File: config.mk
export PLATFORM = sky130hd
export DESIGN_NAME = approx_mul_arbiter
export DESIGN_NICKNAME = d
export VERILOG_FILES = /design/src/rtl/approx_mul_pkg.sv /design/src/rtl/approx_mul8_core.sv /design/src/rtl/approx_mul_arbiter.sv
export SDC_FILE = /design/constraint.sdc
export NUM_CORES = 1
export LEC_CHECK = 0
export ABC_AREA = 1
export BUFFER_PORTS_ARGS = -buffer_cell sky130_fd_sc_hd__buf_2
export CAP_MARGIN = 0
export CORE_ASPECT_RATIO = 1.25
export CORE_MARGIN = 8
export CORE_UTILIZATION = 54
export CTS_CLUSTER_DIAMETER = 200
export CTS_CLUSTER_SIZE = 20
export DETAILED_ROUTE_END_ITERATION = 8
export PLACE_DENSITY = 0.81
export SYNTH_ARGS = -nofsm -noshare
export SYNTH_HDL_FRONTEND = slang
export SYNTH_SLANG_ARGS = --single-unit
File: constraint.sdc
create_clock -name clk -period 5.6 [get_ports clk]
set_clock_uncertainty 0.05 [all_clocks]
set_input_delay 1.12 -clock clk [delete_from_list [all_inputs] [get_ports clk]]
set_output_delay 1.12 -clock clk [all_outputs]
set_load 0.05 [all_outputs]
File: src/rtl/approx_mul_pkg.sv
// Shared widths, defaults and the S1 payload type for the approximate multiplier arbiter.
// APPROX_MUL_EXACT_EN adds a per-request exact-product select carried in the payload.
package approx_mul_pkg;

  localparam int OPW          = 8;
  localparam int PRW          = 16;
  localparam int NREQ_DEFAULT = 4;
  localparam int ID_MAXW      = 3;

  // id is sized for the largest supported requester count; the top narrows it to IDW.
  typedef struct packed {
`ifdef APPROX_MUL_EXACT_EN
    logic               exact;
`endif
    logic [ID_MAXW-1:0] id;
    logic [OPW-1:0]     y;
    logic [OPW-1:0]     x;
  } s1_payload_t;

endpackage

File: src/rtl/approx_mul8_core.sv
// Combinational 8x8 multiplier: truncated partial-product approximation, or exact when selected.
module approx_mul8_core
  import approx_mul_pkg::*;
(
  input  logic [OPW-1:0] x,
  input  logic [OPW-1:0] y,
  input  logic           exact,
  output logic [PRW-1:0] z
);

  logic [OPW-1:0]  p1, p2, p3;
  logic [11:0]     hi;
  logic [1:0]      c8, c9, c10;
  logic [PRW-1:0]  approx_z;
  logic [PRW-1:0]  exact_z;

  // Low partial products contribute only their top bits as carries into z[10:8].
  always_comb begin
    p1       = y & {OPW{x[1]}};
    p2       = y & {OPW{x[2]}};
    p3       = y & {OPW{x[3]}};
    hi       = {4'b0, y} * {8'b0, x[7:4]};
    c8       = {1'b0, p1[7]} + {1'b0, p2[5] | p3[4]};
    c9       = {1'b0, p2[6] | p3[5]} + {1'b0, p2[7] ^ p3[6]};
    c10      = {1'b0, p2[7] & p3[6]} + {1'b0, p3[7]};
    approx_z = {hi, 4'b0}
             + {6'b0, c8, 8'b0}
             + {5'b0, c9, 9'b0}
             + {4'b0, c10, 10'b0};
    exact_z  = {8'b0, x} * {8'b0, y};
    z        = exact ? exact_z : approx_z;
  end

endmodule

File: src/rtl/approx_mul_arbiter.sv
// Round-robin arbiter feeding a two-stage shared multiplier pipeline (S1 operands, S2 result).
// Define APPROX_MUL_EXACT_EN to add the req_exact input selecting exact products.
module approx_mul_arbiter
  import approx_mul_pkg::*;
#(
  parameter  int NREQ = NREQ_DEFAULT,
  localparam int IDW  = $clog2(NREQ)
) (
  input  logic                clk,
  input  logic                rst_n,
  input  logic [NREQ-1:0]     req_valid,
  output logic [NREQ-1:0]     req_ready,
  input  logic [NREQ*OPW-1:0] req_x,
  input  logic [NREQ*OPW-1:0] req_y,
`ifdef APPROX_MUL_EXACT_EN
  input  logic [NREQ-1:0]     req_exact,
`endif
  output logic                res_valid,
  input  logic                res_ready,
  output logic [PRW-1:0]      res_z,
  output logic [IDW-1:0]      res_id
);

  logic [IDW-1:0] last_grant;
  logic [IDW-1:0] gidx;
  logic           found;
  int unsigned    idx;

  logic           s1_valid;
  s1_payload_t    s1_q;
  s1_payload_t    new_pl;
  logic           s2_adv;
  logic           can_accept;
  logic           take;
  logic [PRW-1:0] core_z;

  // First valid requester searching upward from last_grant+1, wrapping at NREQ.
  always_comb begin
    found = 1'b0;
    gidx  = '0;
    idx   = 0;
    for (int unsigned i = 0; i < NREQ; i++) begin
      idx = (32'(last_grant) + 32'd1 + i) % NREQ;
      if (!found && req_valid[idx]) begin
        found = 1'b1;
        gidx  = IDW'(idx);
      end
    end
  end

  always_comb begin
    s2_adv     = !res_valid || res_ready;
    can_accept = !s1_valid || s2_adv;
    take       = rst_n && found && can_accept;
    req_ready  = take ? (NREQ'(1) << gidx) : '0;

    new_pl    = '0;
    new_pl.x  = req_x[gidx*OPW +: OPW];
    new_pl.y  = req_y[gidx*OPW +: OPW];
    new_pl.id = ID_MAXW'(gidx);
`ifdef APPROX_MUL_EXACT_EN
    new_pl.exact = req_exact[gidx];
`endif
  end

  approx_mul8_core u_core (
    .x     (s1_q.x),
    .y     (s1_q.y),
`ifdef APPROX_MUL_EXACT_EN
    .exact (s1_q.exact),
`else
    .exact (1'b0),
`endif
    .z     (core_z)
  );

  // S1 refills in the same cycle it drains into S2, so back-to-back requests stream at full rate.
  always_ff @(posedge clk) begin
    if (!rst_n) begin
      s1_valid   <= 1'b0;
      s1_q       <= '0;
      res_valid  <= 1'b0;
      res_z      <= '0;
      res_id     <= '0;
      last_grant <= IDW'(NREQ - 1);
    end else begin
      if (s2_adv) begin
        res_valid <= s1_valid;
        if (s1_valid) begin
          res_z  <= core_z;
          res_id <= IDW'(s1_q.id);
        end
      end
      if (take) begin
        s1_valid   <= 1'b1;
        s1_q       <= new_pl;
        last_grant <= gidx;
      end else if (s2_adv) begin
        s1_valid <= 1'b0;
      end
    end
  end

endmodule

==> results of run 1 <==
==> power groups by stage <==
stage	clock, mW	combinational, mW	sequential [mW]
finish	0.179	1.74	0.463
global route	0.196	2.01	0.478
CTS	0.184	1.76	0.460
detailed placement	0	1.75	0.465
global placement	0	1.71	0.461
floorplan	0	1.45	0.498
==> layout make-up <==
type / count / area (um^2) / share of cell area
multi-input combinational: 391 / 2240 / 0.564
sequential: 35 / 701 / 0.176
timing repair buffer: 87 / 440 / 0.111
clock inverter: 2 / 12.5 / 0.00315
clock buffer: 6 / 72.6 / 0.0183
inverter: 106 / 400 / 0.101
tap: 85 / 106 / 0.0268
==> layer usage <==
metal,up-vias,GRT usage,part of all wire
li1,1864,-,-
met1,1594,0.213,0.42
met2,93,0.335,0.51
met3,10,0.0354,0.047
met4,0,0.0691,0.016
met5,-,0,0
==> cell families after synthesis <==
| family | Yosys count | synth area share |
|---|---|---|
| AOI/OAI and AO/OA | 32 | 0.0523 |
| xor gates and xnor gates | 6 | 0.0151 |
| adders and majority gates | 41 | 0.179 |
| buffers and inverters | 133 | 0.161 |
| DFF | 35 | 0.201 |
| other | 1 | 0.00107 |
| and+or+nand+nor | 308 | 0.391 |
==> sequential cells by signal, indices dropped and copies added, names as in the netlist <==
signal and flops:
s1_q 17, res_z 12, last_grant 2, res_id 2, res_valid 1, s1_valid 1
==> worst paths after layout <==
check	endpoint	cells past startpoint
hold / removal	res_id[1]	2
setup / recovery	res_z[15]	14
setup reg to reg	res_z[15]	14
hold reg to reg	res_id[1]	2
==> cell usage in the layout, fill, tap and decap left out, drive strengths merged <==
master,instances
clkbuf,6
a21oi,8
clkinv,1
nor2,13
nand4,2
dfxtp,35
nand3,117
buf,87
o221ai,1
conb,4
xnor2,3
inv,106
xor2,3
o21bai,1
o21ai,16
a22o,1
a31oi,3
o31ai,2
nand3b,1
fa,15
clkinvlp,1
nand2,175
ha,26
==> worst min-delay path, stage by stage, from the launching register on <==
cell,delay (ps)
dfxtp_1,310
nand2_1,60
nand2_1,40
==> metrics by stage <==
stage	cell area, um^2	hold WS (ps)	setup WS (ps)	cells	total power, mW
floorplan	3500	369	1230	559	1.94
global placement	3890	386	1000	704	2.17
detailed placement	3890	398	953	704	2.22
CTS	3970	410	931	712	2.41
global route	3970	433	641	712	2.68
finish	3970	402	955	712	2.39
==> summary.txt, run 1 <==
Run status
  • Status: completed

Synth
  • Mean post-synth cell area: 6.28 um^2
  • Syn Inst Count: 556
  • Most common cell in the synthesized netlist: nand2_1
  • Top cell type's share of synthesized area: 0.201
  • Yosys cell types: 33
  • Synth async-reset ratio: 0
  • Commonest cells in the netlist: nand2_1 (171), nand3_1 (115), inv_1 (102)
  • EDFF count, synth: 0
  • Area contributors post-synth: dfxtp_1 (20%), nand2_1 (18%), nand3_1 (16%)
  • Main synth FF type: dfxtp_1
  • Sequential area share after synthesis: 0.201
  • Mapped Area: 3490 um^2
  • Area leader, netlist: dfxtp_1
  • Yosys Warn Count: 0
  • #FFs+latches synth: 35

Worst setup path
  • Critical Path Source Type: flop
  • Kind of critical path: flop to flop
  • Arrival @ worst endpoint: 4780 ps
  • Critical-path cell list: nand2_1 > fa_1 > fa_1 > fa_1 > o21ai_0 > xnor2_1 > fa_1 > fa_1 > o221ai_1 > nand2_1 > nor2_1 > nor2_1 > o21ai_0 > inv_1
  • Nature of the critical path endpoint: flop
  • Reg2Reg Setup Slack: 960 ps
  • CP Launch Point: s1_q[7]
  • Worst path bufs/invs: 1
  • Crit-path most repeated cell: fa_1
  • CP max stage delay: 540 ps
  • R2R Path Start: s1_q[7]
  • CP top delay family: adder cells
  • Critical Path Fanout Max: 9
  • CP max-delay cell: fa_1
  • Critical Path RT: 5740 ps

Power and ir drop
  • Pwr dens: 601 nW/um^2
  • Pleak: 2.42 nW
  • Combinational power share: 0.731
  • Maximum VDD drop: about 0.53 mV
  • Sw frac: 0.579
  • Sequential cell fraction of total power: 0.194
  • Clock share of power: 0.075
  • Switching pwr: 1.38 mW
  • Int Pwr: 1.01 mW

STA
  • RSZ-0062 raised after global routing: false
  • Final Hold Fails: 0
  • Worst slew pin tran: about 540 ps
  • Setup total negative slack: 0 ps
  • Final Max Tran Viols: 0
  • Fin crit period: 4640 ps
  • Finish-stage setup viols: 0
  • FMAX: 0.215 GHz
  • Slew headroom: 0.641
  • Final period util: 0.829

Placement
  • GPL Wtd Cong: about 0.9
  • DP HPWL: 6.91 mm
  • PortBufs: 85

Die
  • # IOs: 94
  • Die Ht: around 110 um
  • Initial Util: 0.563
  • FP Rows: 32
  • Core area: 6210 um^2
  • Die width: about 90 um
  • Die Area: a little over 9000 um^2

Clock tree
  • CTS H-tree depth: 2
  • Clock Sink Count: 35
  • Post-CTS Setup Inserts: 0
  • Insertion delay to the later sink of the worst-skew pair: 290 ps
  • TritonCTS clock tree: yes
  • Hold Buf Count CTS: 0
  • CTS root buf: clkbuf_8
  • Number of buffers created by CTS: 5
  • Resized cells post-CTS: 0
  • Longest Clk Path Bufs: 2
  • Clock slew at reported path FFs: 70 ps

Worst hold path
  • Worst min-delay path startpoint: s1_q[17]
  • Hold Path Class: flop to flop

Routing
  • Via-to-Cell Ratio: 5.00
  • Routed wire length: 8.37 mm
  • TritonRoute pass-1 iters: 7
  • Total number of vias: 3,561
  • Post-DRT Antenna Nets: 0
  • Initial DRC count: 183
  • Residual DRC count: 0
  • DR WL/cell: 11.8 um

Global route
  • First-pass GRT wire length: 14.7 mm
  • Gr usage total: 0.188
  • GRT overflow: 0
  • Initial antenna violation count: 0
  • Vias in the first global route: 3,586
  • Largest net degree at the start of global routing: 32

Final layout
  • Synth-to-layout area growth: 13.8%
  • Share of post-route cells with drive strength above 1: 0.174
  • ANT cells: 0
  • Final layout net count: 738
  • Fill count: between 500 and 600
  • Final Core Density: 0.640

Run
  • Max Cap Viol: 0
No activity file was read; power rests on OpenSTA's default activity.
==> run 2: changes to the inputs <==
CORE_UTILIZATION = 49   (was 54)
PLACE_DENSITY = 0.77   (was 0.81)
clock period = 4.25 ns   (was 5.6 ns; I/O delays follow)
==> run 2 against run 1 <==
Register-to-register slack got worse by 780 ps. Clock-buffer cell count decreased by 1. Worst setup slack worse by 780 ps. Clock power grew 27%. Maximum frequency rose by 14%. Hold slack better by 17 ps. Via count up 4.2%. Core utilization shrank 2.9 points. Wire length up 7.7%. Global-route usage decreased by 0.95 points. Flip-flop and latch count stayed put.
==> summary.txt, run 2 (synthesis gave the netlist of run 1 again) <==
Worst setup path
  • Crit-path most repeated cell: inv_1
  • CP max-delay cell: fa_1
  • CP max stage delay: 550 ps (about the same)
  • Critical Path Source Type: flop
  • Kind of critical path: flop to flop
  • FF-to-FF path depth: 19 (+5)
  • Reg2Reg Setup Slack: 170 ps (-780 ps)
  • Nature of the critical path endpoint: flop
  • Worst path bufs/invs: 4 (+3)
  • Reg-to-Reg End: res_z[15]
  • Arrival @ worst endpoint: 4220 ps (-560 ps)
  • Critical path capture point: res_z[15]
  • Critical-path cell list: nand2_2 > fa_1 > fa_1 > inv_1 > ha_4 > a21oi_2 > nand2_2 > xnor2_2 > fa_1 > inv_1 > ha_2 > inv_1 > fa_2 > o221ai_2 > nand2_2 > nor2_2 > nor2_1 > o21ai_1 > inv_1
  • CP Launch Point: s1_q[5]
  • Critical Path Fanout Max: 5 (-4)
  • CP top delay family: adder cells
  • Critical Path RT: 4390 ps (-1350 ps)
  • R2R Path Start: s1_q[5]
  • Critical Path Stages: 19 (+5)

Placement
  • DP HPWL: 7.17 mm (+3.9%)
  • Pre-CTS WS: -126 ps (-1080 ps)
  • PortBufs: 85 (unchanged)
  • GPL Wtd Cong: 0.886 (+0.16%)
  • Post-DP Area: 4030 um^2 (+3.6%)

Clock tree
  • Hold Buf Count CTS: 0 (unchanged)
  • Insertion delay to the later sink of the worst-skew pair: 290 ps (about the same)
  • TritonCTS clock tree: yes
  • Clock slew at reported path FFs: 70 ps (about the same)
  • Longest Clk Path Bufs: 2 (unchanged)
  • Clock Sink Count: 35 (unchanged)
  • CTS H-tree depth: 2 (unchanged)
  • CTS root buf: clkbuf_8
  • Number of buffers created by CTS: 5 (unchanged)

STA
  • Final WS setup: 172 ps (-783 ps)
  • Finish-stage setup viols: 0 (unchanged)
  • Final Hold Fails: 0 (unchanged)
  • Slew headroom: 0.619 (-0.0221)
  • Final Max Tran Viols: 0 (unchanged)
  • Min Hold Slack: 420 ps (+17.5 ps)
  • FMAX: 0.245 GHz (+14%)
  • Final period util: 0.960 (+0.130)
  • Fin crit period: 4080 ps (-567 ps)
  • Worst slew pin tran: 571 ps (+33.1 ps)

Final layout
  • Final layout net count: 758 (+2.7%)
  • Max reg flops: 17 (unchanged)
  • Largest regs: s1_q (17), res_z (12)
  • Most frequent cells in the layout: nand2_1 (167), nand3_1 (114), inv_1 (102)
  • Share of post-route cells with drive strength above 1: 0.242 (+0.0680)
  • Largest register by flop count: s1_q
  • ANT cells: 0 (unchanged)
  • Fin area: 4240 um^2 (+6.7%)
  • Fill count: 650 (+9.2%)
  • Commonest non-fill, non-tap cell in the layout: nand2_1
  • Synth-to-layout area growth: 21.5%

Power and ir drop
  • Pwr dens: 797 nW/um^2 (+33%)
  • Switching pwr: 1.91 mW (+39%)
  • Combinational power share: 0.760 (+0.029)
  • Sequential cell fraction of total power: 0.173 (-0.021)
  • Int Pwr: 1.47 mW (+46%)
  • Maximum VDD drop: 0.690 mV (+31%)
  • Clock share of power: 0.067 (-0.008)
  • Pleak: 2.52 nW (+3.9%)
  • Total power: 3.38 mW (+42%)
  • Sw frac: 0.566 (-0.0123)

Die
  • Initial Util: 0.503 (-0.0591)
  • FP Rows: 34 (+6.3%)
  • Core area: 6930 um^2 (+12%)
  • # IOs: 94 (unchanged)
  • Die width: 91.5 um (+4.1%)
  • Die Area: 10,100 um^2 (+8.5%)
  • Die Ht: 110 um (+4.2%)

Routing
  • Post-DRT Antenna Nets: 0 (unchanged)
  • DR WL/cell: 12.3 um (+4.3%)
  • TritonRoute pass-1 iters: 4 (-3)
  • Total number of vias: 3,712 (+4.2%)
  • Residual DRC count: 0 (unchanged)
  • Via-to-Cell Ratio: 5.05 (+0.98%)
  • Routed wire length: 9.01 mm (+7.7%)
  • Initial DRC count: 130 (-29%)

Global route
  • First-pass GRT wire length: 15.2 mm (+3.2%)
  • Initial antenna violation count: 0 (unchanged)
  • Largest net degree at the start of global routing: 32 (unchanged)
  • Gr usage total: 0.178 (-0.00946)
  • Vias in the first global route: 3,675 (+2.5%)
  • GRT overflow: 0 (unchanged)

Worst hold path
  • Hold Path Class: flop to flop

Run status
  • Status: completed

Run
  • Max Cap Viol: 0 (unchanged)
## run 2: cell count changes in the layout (fill, tap and decap cells not counted), sizes merged
| cell | delta |
|---|---|
| clkinv | -1 |
| clkbuf | -1 |
| buf | +20 |
## run 2: how the worst min path moves through the flow
stage	start	to	cells after the start	slack, ps
after floorplan	s1_q[17]	res_id[1]	2	370
after global placement	s1_q[17]	res_id[1]	2	390
after detailed placement	s1_q[17]	res_id[1]	2	400
after CTS	s1_q[17]	res_id[1]	2	410
after global routing	res_z[4]	res_z[4]	2	440
final	s1_q[17]	res_id[1]	2	420
## run 2: timing repair
| item | 4_1_cts | 5_1_grt |
|---|---|---|
| endpoints found under the hold margin | 0 | 0 |
| resized for setup | 6 | 27 |
| setup buffers | 0 | 2 |
| pin swaps | 3 | 17 |
| setup endpoints to repair | 2 | 4 |
## run 2: routing by layer
metal  vias up  part of all wire  track usage
li1       1900                 -            -
met1      1659              0.41        0.187
met2       129              0.50        0.331
met3        24             0.062       0.0474
met4         0             0.023       0.0750
met5         -                 0            0
## run 2: layout make-up
type / instances / area (um^2) / area share
multi-input combinational: 391 / 2350 / 0.553
sequential: 35 / 716 / 0.169
timing repair buffer: 107 / 591 / 0.139
inverter: 106 / 400 / 0.0944
tap: 90 / 113 / 0.0265
clock buffer: 5 / 68.8 / 0.0162
clock inverter: 1 / 7.51 / 0.00177
## run 2: through the flow
stage | TNS (ps) | std cells | utilization
6_report | 0 | 735 | 0.612
5_1_grt | -95.2 | 735 | 0.612
4_1_cts | 0 | 733 | 0.597
3_5_place_dp | -126 | 727 | 0.581
3_3_place_gp | -84.7 | 727 | 0.581
2_1_floorplan | 0 | 559 | -
## run 2: worst reg2reg max path: stages, from the launching register on
cell      delay [ps]
dfxtp_4          380
nand2_2           60
fa_1             550
fa_1             420
inv_1            120
ha_4             230
a21oi_2          150
nand2_2           90
xnor2_2          200
fa_1             430
inv_1             70
ha_2             170
inv_1             60
fa_2             410
o221ai_2         210
nand2_2           90
nor2_2           100
nor2_1            50
o21ai_1          110
inv_1             40
## run 2: power groups by stage
stage	combinational [mW]	clock [mW]	sequential, mW
after floorplan	1.91	0	0.656
after global placement	2.38	0	0.574
after detailed placement	2.43	0	0.578
after CTS	2.48	0.231	0.572
after global routing	2.90	0.244	0.603
final	2.57	0.228	0.585
==> run 3: changes to the inputs <==
CORE_UTILIZATION = 25   (was 49)
PLACE_DENSITY = 0.45   (was 0.77)
==> run 3 against run 2 <==
Largest power group unchanged. Design area grew 5.0%. Sequential share of layout area fell by 0.70 points. Clock power is 61% higher. Maximum frequency up 1.2%. Worst setup slack improved by 47 ps. Wire length rose by 7.0%. Combinational power up 2%.
==> summary.txt, run 3 (synthesis gave the netlist of run 1 again) <==
Final layout
  • Largest register by flop count: s1_q
  • Max reg flops: 17 (unchanged)
  • Fill count: 1,501 (+130%)
  • Most frequent cells in the layout: nand2_1 (165), nand3_1 (115), inv_1 (100)
  • Storage element area: 721 um^2 (+0.70%)
  • Area of the multi-input gates: 2360 um^2 (+0.48%)
  • Largest regs: s1_q (17), res_z (12)
  • ANT cells: 0 (unchanged)
  • Fin area: 4460 um^2 (+5.0%)
  • Commonest non-fill, non-tap cell in the layout: nand2_1
  • Synth-to-layout area growth: 27.6%
  • Share of post-route cells with drive strength above 1: 0.248 (+0.00583)
  • Final layout net count: 761 (+0.40%)

STA
  • Final Max Tran Viols: 0 (unchanged)
  • Finish-stage setup viols: 0 (unchanged)
  • RSZ-0062 raised after global routing: true
  • Fin crit period: 4030 ps (-46.9 ps)
  • Final Hold Fails: 0 (unchanged)
  • Worst slew pin tran: 549 ps (-22.1 ps)
  • Final period util: 0.949 (-0.0110)
  • Slew headroom: 0.633 (+0.0134)
  • Min Hold Slack: 410 ps (-9.48 ps)
  • Final WS setup: 219 ps (+46.9 ps)
  • FMAX: 0.248 GHz (+1.2%)

Clock tree
  • CTS H-tree depth: 2 (unchanged)
  • Longest Clk Path Bufs: 2 (unchanged)
  • CTS root buf: clkbuf_16
  • Insertion delay to the later sink of the worst-skew pair: 290 ps (about the same)
  • Hold Buf Count CTS: 0 (unchanged)
  • TritonCTS clock tree: yes
  • Number of buffers created by CTS: 5 (unchanged)
  • Clock Sink Count: 35 (unchanged)
  • Clock slew at reported path FFs: 60 ps (about the same)

Run status
  • Status: completed

Global route
  • Met3 usage: 0.0288 (-0.0186)
  • Met2 usage: 0.184 (-0.147)
  • Vias in the first global route: 3,689 (+0.38%)
  • Gr usage total: 0.111 (-0.0678)
  • Initial antenna violation count: 0 (unchanged)
  • First-pass GRT wire length: 16.7 mm (+10%)
  • Largest net degree at the start of global routing: 31 (-3.1%)
  • GRT overflow: 0 (unchanged)
  • Met1 Usage GRT: 0.137 (-0.0501)
  • Most used routing layer: met2

Run
  • Max Cap Viol: 0 (unchanged)

Worst setup path
  • Critical Path Fanout Max: 5 (unchanged)
  • Arrival @ worst endpoint: 4170 ps (-50 ps)
  • Critical Path Source Type: flop
  • Critical Path RT: 4390 ps (about the same)
  • Nature of the critical path endpoint: flop
  • Kind of critical path: flop to flop

Die
  • Die Ht: 148 um (+34%)
  • # IOs: 94 (unchanged)
  • Core area: 13,800 um^2 (+98%)
  • Die width: 122 um (+33%)
  • Die Area: 18,000 um^2 (+78%)
  • Initial Util: 0.254 (-0.250)
  • FP Rows: 48 (+41%)

Power and ir drop
  • Pleak: 2.58 nW (+2.6%)
  • Maximum VDD drop: 0.590 mV (-14%)
  • Pwr dens: 805 nW/um^2 (+0.91%)

Placement
  • Pre-CTS WS: -171 ps (-45.1 ps)
  • Post-DP Area: 4170 um^2 (+3.4%)
  • DP HPWL: 8.00 mm (+12%)
  • GPL Wtd Cong: 0.794 (-10%)
  • PortBufs: 85 (unchanged)

Worst hold path
  • Hold Path Class: flop to flop

Routing
  • Total number of vias: 3,570 (-3.8%)
  • TritonRoute pass-1 iters: 4 (unchanged)
  • Post-DRT Antenna Nets: 0 (unchanged)
  • DR WL/cell: 11.7 um (-4.7%)
  • Residual DRC count: 0 (unchanged)
  • Routed wire length: 9.64 mm (+7.0%)
  • Via-to-Cell Ratio: 4.33 (-14%)
  • Initial DRC count: 132 (+1.5%)
[run 3: timing repair]
item / in CTS / in global routing
endpoints found under the setup margin: 2 / 3
gates resized for setup: 12 / 24
pin swaps: 6 / 20
setup buffers: 0 / 1
[run 3: per-stage QoR]
| step | power [mW] | TNS (ps) | util | cells |
|---|---|---|---|---|
| 2_1_floorplan | 2.57 | 0 | - | 559 |
| 3_3_place_gp | 3.09 | -175 | 0.303 | 816 |
| 3_5_place_dp | 3.10 | -211 | 0.303 | 816 |
| 4_1_cts | 3.55 | 0 | 0.317 | 824 |
| 5_1_grt | 4.01 | -23.3 | 0.324 | 825 |
| 6_report | 3.58 | 0 | 0.324 | 825 |
[run 3: routing by layer]
metal  part of all wire  vias up
met5                  0        -
met4              0.012        0
met3              0.056        9
met2               0.46      101
met1               0.47     1540
li1                   -     1920
[run 3: where the power goes]
part	switching [mW]	internal, mW	total (mW)
clock	0.152	0.216	0.368
combinational	1.69	0.925	2.61
sequential	0.133	0.470	0.604
[run 3: area by class of cell]
type | count | area share
clock inverters | 3 | 0.00449
well taps | 175 | 0.0491
repair buffers | 110 | 0.138
inverters | 106 | 0.0899
flip-flops and latches | 35 | 0.162
multi-input cells | 391 | 0.529
clock buffers | 5 | 0.0281
[run 3: path summary, 6_finish.rpt]
path,slack (ps),start,depth (start not counted),to
min,410,s1_q[17],2,res_id[1]
max,220,s1_q[10],19,res_z[15]
min reg2reg,410,s1_q[17],2,res_id[1]
max reg2reg,220,s1_q[10],19,res_z[15]
[run 3: critical path, cell delays in order (launching register included)]
cell and delay [ps]:
dfxtp_4 390, nand2_4 60, fa_1 500, fa_1 560, inv_1 50, ha_1 260
nand3_1 80, nand2_2 80, xnor2_2 180, fa_1 440, inv_1 70, ha_2 180
inv_2 40, fa_2 390, o221ai_2 200, nand2_2 80, nor2_2 130, nor2_1 50
o21ai_1 110, inv_1 40
